**src/rtl/audio_fifo_reader_if.sv**
```systemverilog
// FIFO read-side and codec-side signal bundle for the audio sample reader.
// master = the reader, slave = the FIFO/codec environment.
interface audio_fifo_reader_if #(
    parameter int DATA_W = 32
);
    logic [DATA_W-1:0] fifo_q;
    logic              fifo_empty;
    logic              fifo_rdreq;
    logic [DATA_W-1:0] audio_out;
    logic              sample_valid;

    modport master (
        input  fifo_q,
        input  fifo_empty,
        output fifo_rdreq,
        output audio_out,
        output sample_valid
    );

    modport slave (
        output fifo_q,
        output fifo_empty,
        input  fifo_rdreq,
        input  audio_out,
        input  sample_valid
    );
endinterface

```
**src/rtl/audio_fifo_reader.sv**
```systemverilog
// Audio FIFO read-side consumer: pops one sample per divider period, presents it
// to the codec path with a valid strobe, and handles pause, stop/flush and underflow.
module audio_fifo_reader #(
    parameter int DATA_W  = 32,
    parameter int DIV_W   = 32,
    parameter int MIN_DIV = 4,
    parameter int UFLOW_W = 16
) (
    input  logic               clk,
    input  logic               reset,
    audio_fifo_reader_if.master bus,
    input  logic [DIV_W-1:0]   div_freq,
    input  logic               pause,
    input  logic               stop,
    output logic               underflow,
    output logic [UFLOW_W-1:0] underflow_cnt,
    output logic               busy
);

    localparam logic [1:0] S_RUN   = 2'd0;
    localparam logic [1:0] S_FETCH = 2'd1;
    localparam logic [1:0] S_LATCH = 2'd2;
    localparam logic [1:0] S_FLUSH = 2'd3;

    logic [1:0]         state_q, state_d;
    logic [DIV_W-1:0]   cnt_q, cnt_d;
    logic               rdreq_q, rdreq_d;
    logic [DATA_W-1:0]  audio_q, audio_d;
    logic               valid_q, valid_d;
    logic               uflow_q, uflow_d;
    logic [UFLOW_W-1:0] ucnt_q, ucnt_d;

    logic [DIV_W-1:0]   period;
    logic               tick;

    // The >= compare lets a shorter period take effect without waiting for wrap.
    assign period = (div_freq < DIV_W'(MIN_DIV)) ? DIV_W'(MIN_DIV) : div_freq;
    assign tick   = (cnt_q >= period - DIV_W'(1));

    always_comb begin
        // NOTE: every output of this block gets a default first so no latch is inferred.
        state_d = state_q;
        cnt_d   = tick ? '0 : cnt_q + 1'b1;
        rdreq_d = 1'b0;
        audio_d = audio_q;
        valid_d = 1'b0;
        uflow_d = uflow_q;
        ucnt_d  = ucnt_q;

        case (state_q)
            S_RUN: begin
                if (stop) begin
                    state_d = S_FLUSH;
                    audio_d = '0;
                    uflow_d = 1'b0;
                    ucnt_d  = '0;
                end else if (tick && !pause) begin
                    if (!bus.fifo_empty) begin
                        rdreq_d = 1'b1;
                        state_d = S_FETCH;
                    end else begin
                        uflow_d = 1'b1;
                        if (ucnt_q != '1) ucnt_d = ucnt_q + 1'b1;
                    end
                end
            end
            S_FETCH: state_d = S_LATCH;
            S_LATCH: begin
                audio_d = bus.fifo_q;
                valid_d = 1'b1;
                state_d = S_RUN;
            end
            S_FLUSH: begin
                audio_d = '0;
                if (!stop && bus.fifo_empty) begin
                    state_d = S_RUN;
                    cnt_d   = '0;
                end else begin
                    // Registered, so one over-read can follow the cycle empty rises.
                    rdreq_d = !bus.fifo_empty;
                end
            end
            default: state_d = S_RUN;
        endcase
    end

    always_ff @(posedge clk) begin
        // NOTE: sequential state uses non-blocking assignments only.
        if (reset) begin
            state_q <= S_RUN;
            cnt_q   <= '0;
            rdreq_q <= 1'b0;
            audio_q <= '0;
            valid_q <= 1'b0;
            uflow_q <= 1'b0;
            ucnt_q  <= '0;
        end else begin
            state_q <= state_d;
            cnt_q   <= cnt_d;
            rdreq_q <= rdreq_d;
            audio_q <= audio_d;
            valid_q <= valid_d;
            uflow_q <= uflow_d;
            ucnt_q  <= ucnt_d;
        end
    end

    assign bus.fifo_rdreq   = rdreq_q;
    assign bus.audio_out    = audio_q;
    assign bus.sample_valid = valid_q;
    assign underflow        = uflow_q;
    assign underflow_cnt    = ucnt_q;
    assign busy             = (state_q != S_RUN);

endmodule

```
**src/flat_wrapper.sv**
```systemverilog
// flat-port wrapper written by rule: the top's interface ports become plain ports
module audio_fifo_reader_flat 
#(
    parameter int DATA_W  = 32,
    parameter int DIV_W   = 32,
    parameter int MIN_DIV = 4,
    parameter int UFLOW_W = 16
)
  (clk, reset, div_freq, pause, stop, underflow, underflow_cnt, busy, bus_fifo_q, bus_fifo_empty, bus_fifo_rdreq, bus_audio_out, bus_sample_valid);
  audio_fifo_reader_if #(.DATA_W(DATA_W)) bus_i ();
  input  logic clk;
  input  logic reset;
  input  logic [DIV_W-1:0] div_freq;
  input  logic pause;
  input  logic stop;
  output logic underflow;
  output logic [UFLOW_W-1:0] underflow_cnt;
  output logic busy;
  input wire logic [$bits(bus_i.fifo_q)-1:0] bus_fifo_q;
  input wire logic [$bits(bus_i.fifo_empty)-1:0] bus_fifo_empty;
  output wire logic [$bits(bus_i.fifo_rdreq)-1:0] bus_fifo_rdreq;
  output wire logic [$bits(bus_i.audio_out)-1:0] bus_audio_out;
  output wire logic [$bits(bus_i.sample_valid)-1:0] bus_sample_valid;
  assign bus_i.fifo_q = bus_fifo_q;
  assign bus_i.fifo_empty = bus_fifo_empty;
  assign bus_fifo_rdreq = bus_i.fifo_rdreq;
  assign bus_audio_out = bus_i.audio_out;
  assign bus_sample_valid = bus_i.sample_valid;
  audio_fifo_reader #(.DATA_W(DATA_W), .DIV_W(DIV_W), .MIN_DIV(MIN_DIV), .UFLOW_W(UFLOW_W)) u_core (.clk(clk), .reset(reset), .bus(bus_i), .div_freq(div_freq), .pause(pause), .stop(stop), .underflow(underflow), .underflow_cnt(underflow_cnt), .busy(busy));
endmodule
```
**config.mk**
```make
export PLATFORM = sky130hd
export DESIGN_NAME = audio_fifo_reader_flat
export DESIGN_NICKNAME = d
export VERILOG_FILES = /design/src/rtl/audio_fifo_reader_if.sv /design/src/rtl/audio_fifo_reader.sv /design/src/flat_wrapper.sv
export SDC_FILE = /design/constraint.sdc
export NUM_CORES = 1
export LEC_CHECK = 0
export ABC_AREA = 1
export CAP_MARGIN = 20
export CORE_UTILIZATION = 35
export CTS_CLUSTER_SIZE = 10
export DETAILED_ROUTE_END_ITERATION = 6
export SYNTH_ARGS = -nofsm -noshare
export SYNTH_HDL_FRONTEND = slang
export SYNTH_SLANG_ARGS = --single-unit
```
**constraint.sdc**
```tcl
create_clock -name clk -period 5.3 [get_ports clk]
set_input_delay 1.06 -clock clk [delete_from_list [all_inputs] [get_ports clk]]
set_output_delay 1.06 -clock clk [all_outputs]
set_load 0.02 [all_outputs]
```
==> impl_metrics.csv, run 1 <==
group,metric,value,unit
floorplan,die_x,131,microns
floorplan,die_area,0.0171,sq mm
global_route,grt_max_degree,34,
power,clkPwrFrac,0.234,
detailed_routing,drc,0,
power,power_per_cell_area,356,mW/mm^2
critical_path,critPathSlowestCell,"clkdlybuf4s50_1",
power,leakage,0.00322,uW
global_route,overflow,0,
logic_synthesis,synth_nets,959,
timing,fmax,0.207,GHz
placed_design,portBuffers,120,
finish,multi_input_area,0.00364,sq mm
timing,clock_skew,0.00785,ns
clock_tree,clock-sinks,85,
logic_synthesis,avgSynthCellArea,6.82,sq um
global_route,grt_pass1_wl,24.3,mm
clock_tree,clkLatencyLatePin,0.33,ns
finish,final_common_cell,"nor2_1",
run_status,status,"completed",
power,pwr-share-comb,0.432,
logic_synthesis,ys_ff_latch,85,
logic_synthesis,synthesis.instances,850,
run,max_cap_violations,0,
detailed_routing,vias_per_cell,4.68,
global_route,grt_pass1_vias,5223,
timing,finalCritPeriodShare,0.910,
detailed_routing,first_pass_iters,4,
timing,setup_violations,0,
timing,whs,0.467,ns
logic_synthesis,netlist-cell-type-count,43,
clock_tree,cts_buffer_depth,2,
power,p_sw,1030,uW
logic_synthesis,synth.cell_area,0.00579,sq mm
clock_tree,cts.reportedPaths.clkPinSlew,0.07,ns
logic_synthesis,synth_top_area_cell,"dfxtp_1",
timing,worst_slack,0.479,ns
floorplan,pin_count,121,
finish,nNetsFinal,1081,
floorplan,chipHeight,131,microns
critical_path,crit_start,"div_freq[24]",
timing,setup_tns,0,ns
finish,areaGrowthSynthToFinish,31.3,%
clock_tree,cts_tree,"built",
finish,filler_cell_count,1702,
timing,tightest_slew,1.03,ns
hold_path,hold_start,"u_core.cnt_q[0]",
clock_tree,cts_root_buf,"clkbuf_16",
critical_path,critPathRequiredTime,5.53,ns
global_route,antenna_found_initial,0,
placed_design,gp_congestion,0.851,
critical_path,worstPathArrival,5.05,ns
power,ir_drop,0.243,mV
critical_path,critPathMaxFanout,19,
detailed_routing,final_antenna_net_count,0,
timing,slew_headroom,0.313,
finish,diodes,0,
detailed_routing,vias,5579,
logic_synthesis,synth_warnings,0,
timing,hold_viol_final,0,
clock_tree,h-tree-depth,3,
power,swShare,0.382,
floorplan,initial_core_util,0.362,
placed_design,place_ws,-0.0191,ns
critical_path,rrSetupSlack,3.11,ns
critical_path,crit_top_cell,"nand2_1",
logic_synthesis,yosys-top-cells-area,"dfxtp_1 (29%), nor2_1 (12%), nand2_1 (9.7%), ha_1 (8.6%), xor2_1 (5.4%)",
finish,layout-drive-gt1-share,0.0911,
detailed_routing,wirelength,14.7,mm
timing,drv_slew,0,
floorplan,rows,46,
power,seqPwrFrac,0.333,
logic_synthesis,seq_area_frac_synth,0.294,
detailed_routing,drt-wirelength-per-cell,12.4,microns
global_route,grt_use_total,0.178,
floorplan,core,0.0160,sq mm
hold_path,worstHoldPathType,"flip-flop to flip-flop",
finish,seqCellArea,0.00170,sq mm
critical_path,crit_path_end_kind,"flip-flop",
critical_path,crit_type,"primary input to flip-flop",
critical_path,slowest_delay,0.48,ns
detailed_routing,drt_iter0_drc,216,
timing,fin_crit,4.82,ns
placed_design,dp_hpwl,11.1,mm
power,intPower,1670,uW
critical_path,cp-start-kind,"primary input",
logic_synthesis,yosysTopAreaCellShare,0.294,
critical_path,reg2reg_from,"u_core.state_q[1]",
clock_tree,post_cts_buffers,0,
clock_tree,numCtsBuffers,9,
finish,final_cell_mix,"nor2_1 (179), nand2_1 (150), clkdlybuf4s50_1 (120)",
-- layout make-up --
cell class	count	share of cell area
multi-input cells	641	0.479
flip-flops and latches	85	0.224
repair buffers	129	0.170
inverters	106	0.0523
well taps	216	0.0355
clock buffers	11	0.0319
clock inverters	5	0.00789
-- path summary, 6_finish.rpt --
kind	endpoint	cells after the start
worst min register to register	u_core.cnt_q[0]	1
worst max register to register	u_core.underflow_cnt[6]	8
worst max-delay path	u_core.underflow_cnt[4]	30
worst min-delay path	u_core.cnt_q[0]	1
-- flip-flops by register name (all words and copies together), names as in the netlist --
name	count
u_core.state_q	2
u_core.cnt_q	32
u_core.bus.fifo_rdreq	1
u_core.bus.audio_out	32
u_core.bus.sample_valid	1
u_core.underflow	1
u_core.underflow_cnt	16
-- worst max-delay path: cells and delay by family --
kind / cells / cell delay (ns)
XOR/XNOR: 1 / 0.14
AND/OR/NAND/NOR: 23 / 2.62
adder cells (fa/ha/maj): 2 / 0.45
buffers and inverters: 4 / 0.74
-- kinds of logic after synthesis --
family,after synthesis,share of synthesized area
buffers and inverters,125,0.0866
AO/OA/AOI/OAI,74,0.0689
flip-flops,85,0.294
XOR/XNOR,51,0.0771
adder cells (fa/ha/maj),40,0.0864
AND/OR/NAND/NOR,475,0.387
-- cell usage after synthesis, drive strengths merged --
master,count
buf,9
inv,92
o211ai,1
nor3,20
nor4,8
o211a,1
a21oi,52
o31ai,1
xnor2,15
or2,1
nor2,203
a211oi,1
a31oi,2
o21a,2
nand2,161
dfxtp,85
nand3b,2
nor3b,2
nand4,35
ha,40
o21ai,12
clkinv,14
a21o,2
xor2,36
nand3,43
clkbuf,10
-- timing repair --
action / in CTS / in global routing
hold buffers: 0 / 0
setup endpoints to repair: 0 / 16
gates resized for setup: 0 / 7
-- per-layer routing --
layer | part of all wire | wire length (microns) | track usage
met1 | 0.48 | 7130 | 0.234
met5 | 0 | 0 | 0
met3 | 0.069 | 1020 | 0.0448
met4 | 0.019 | 276 | 0.0629
met2 | 0.43 | 6320 | 0.282
-- through the flow --
stage           util  cell area, sq um  total power [uW]  instances
6_report       0.476              7610              2710       1193
3_5_place_dp   0.454              7260              2080       1176
5_1_grt        0.476              7610              2900       1193
4_1_cts        0.473              7560              2730       1192
3_3_place_gp   0.454              7260              2070       1176
2_1_floorplan      -              5790              1590        850
-- power groups by stage --
stage | clock network (uW) | registers, uW | logic (uW)
after CTS | 659 | 904 | 1170
after floorplan | 0 | 1080 | 506
after detailed placement | 0 | 917 | 1160
after global routing | 684 | 925 | 1300
after global placement | 0 | 911 | 1160
final | 635 | 902 | 1170
No activity file was read; power rests on OpenSTA's default activity.
==> run 2, diff against run 1 <==
Settings changed: GPL_ROUTABILITY_DRIVEN set to 0, SLEW_MARGIN set to 20.
==> results of run 2 <==
No change in the layout: final DEF, timing and power equal those of run 1.
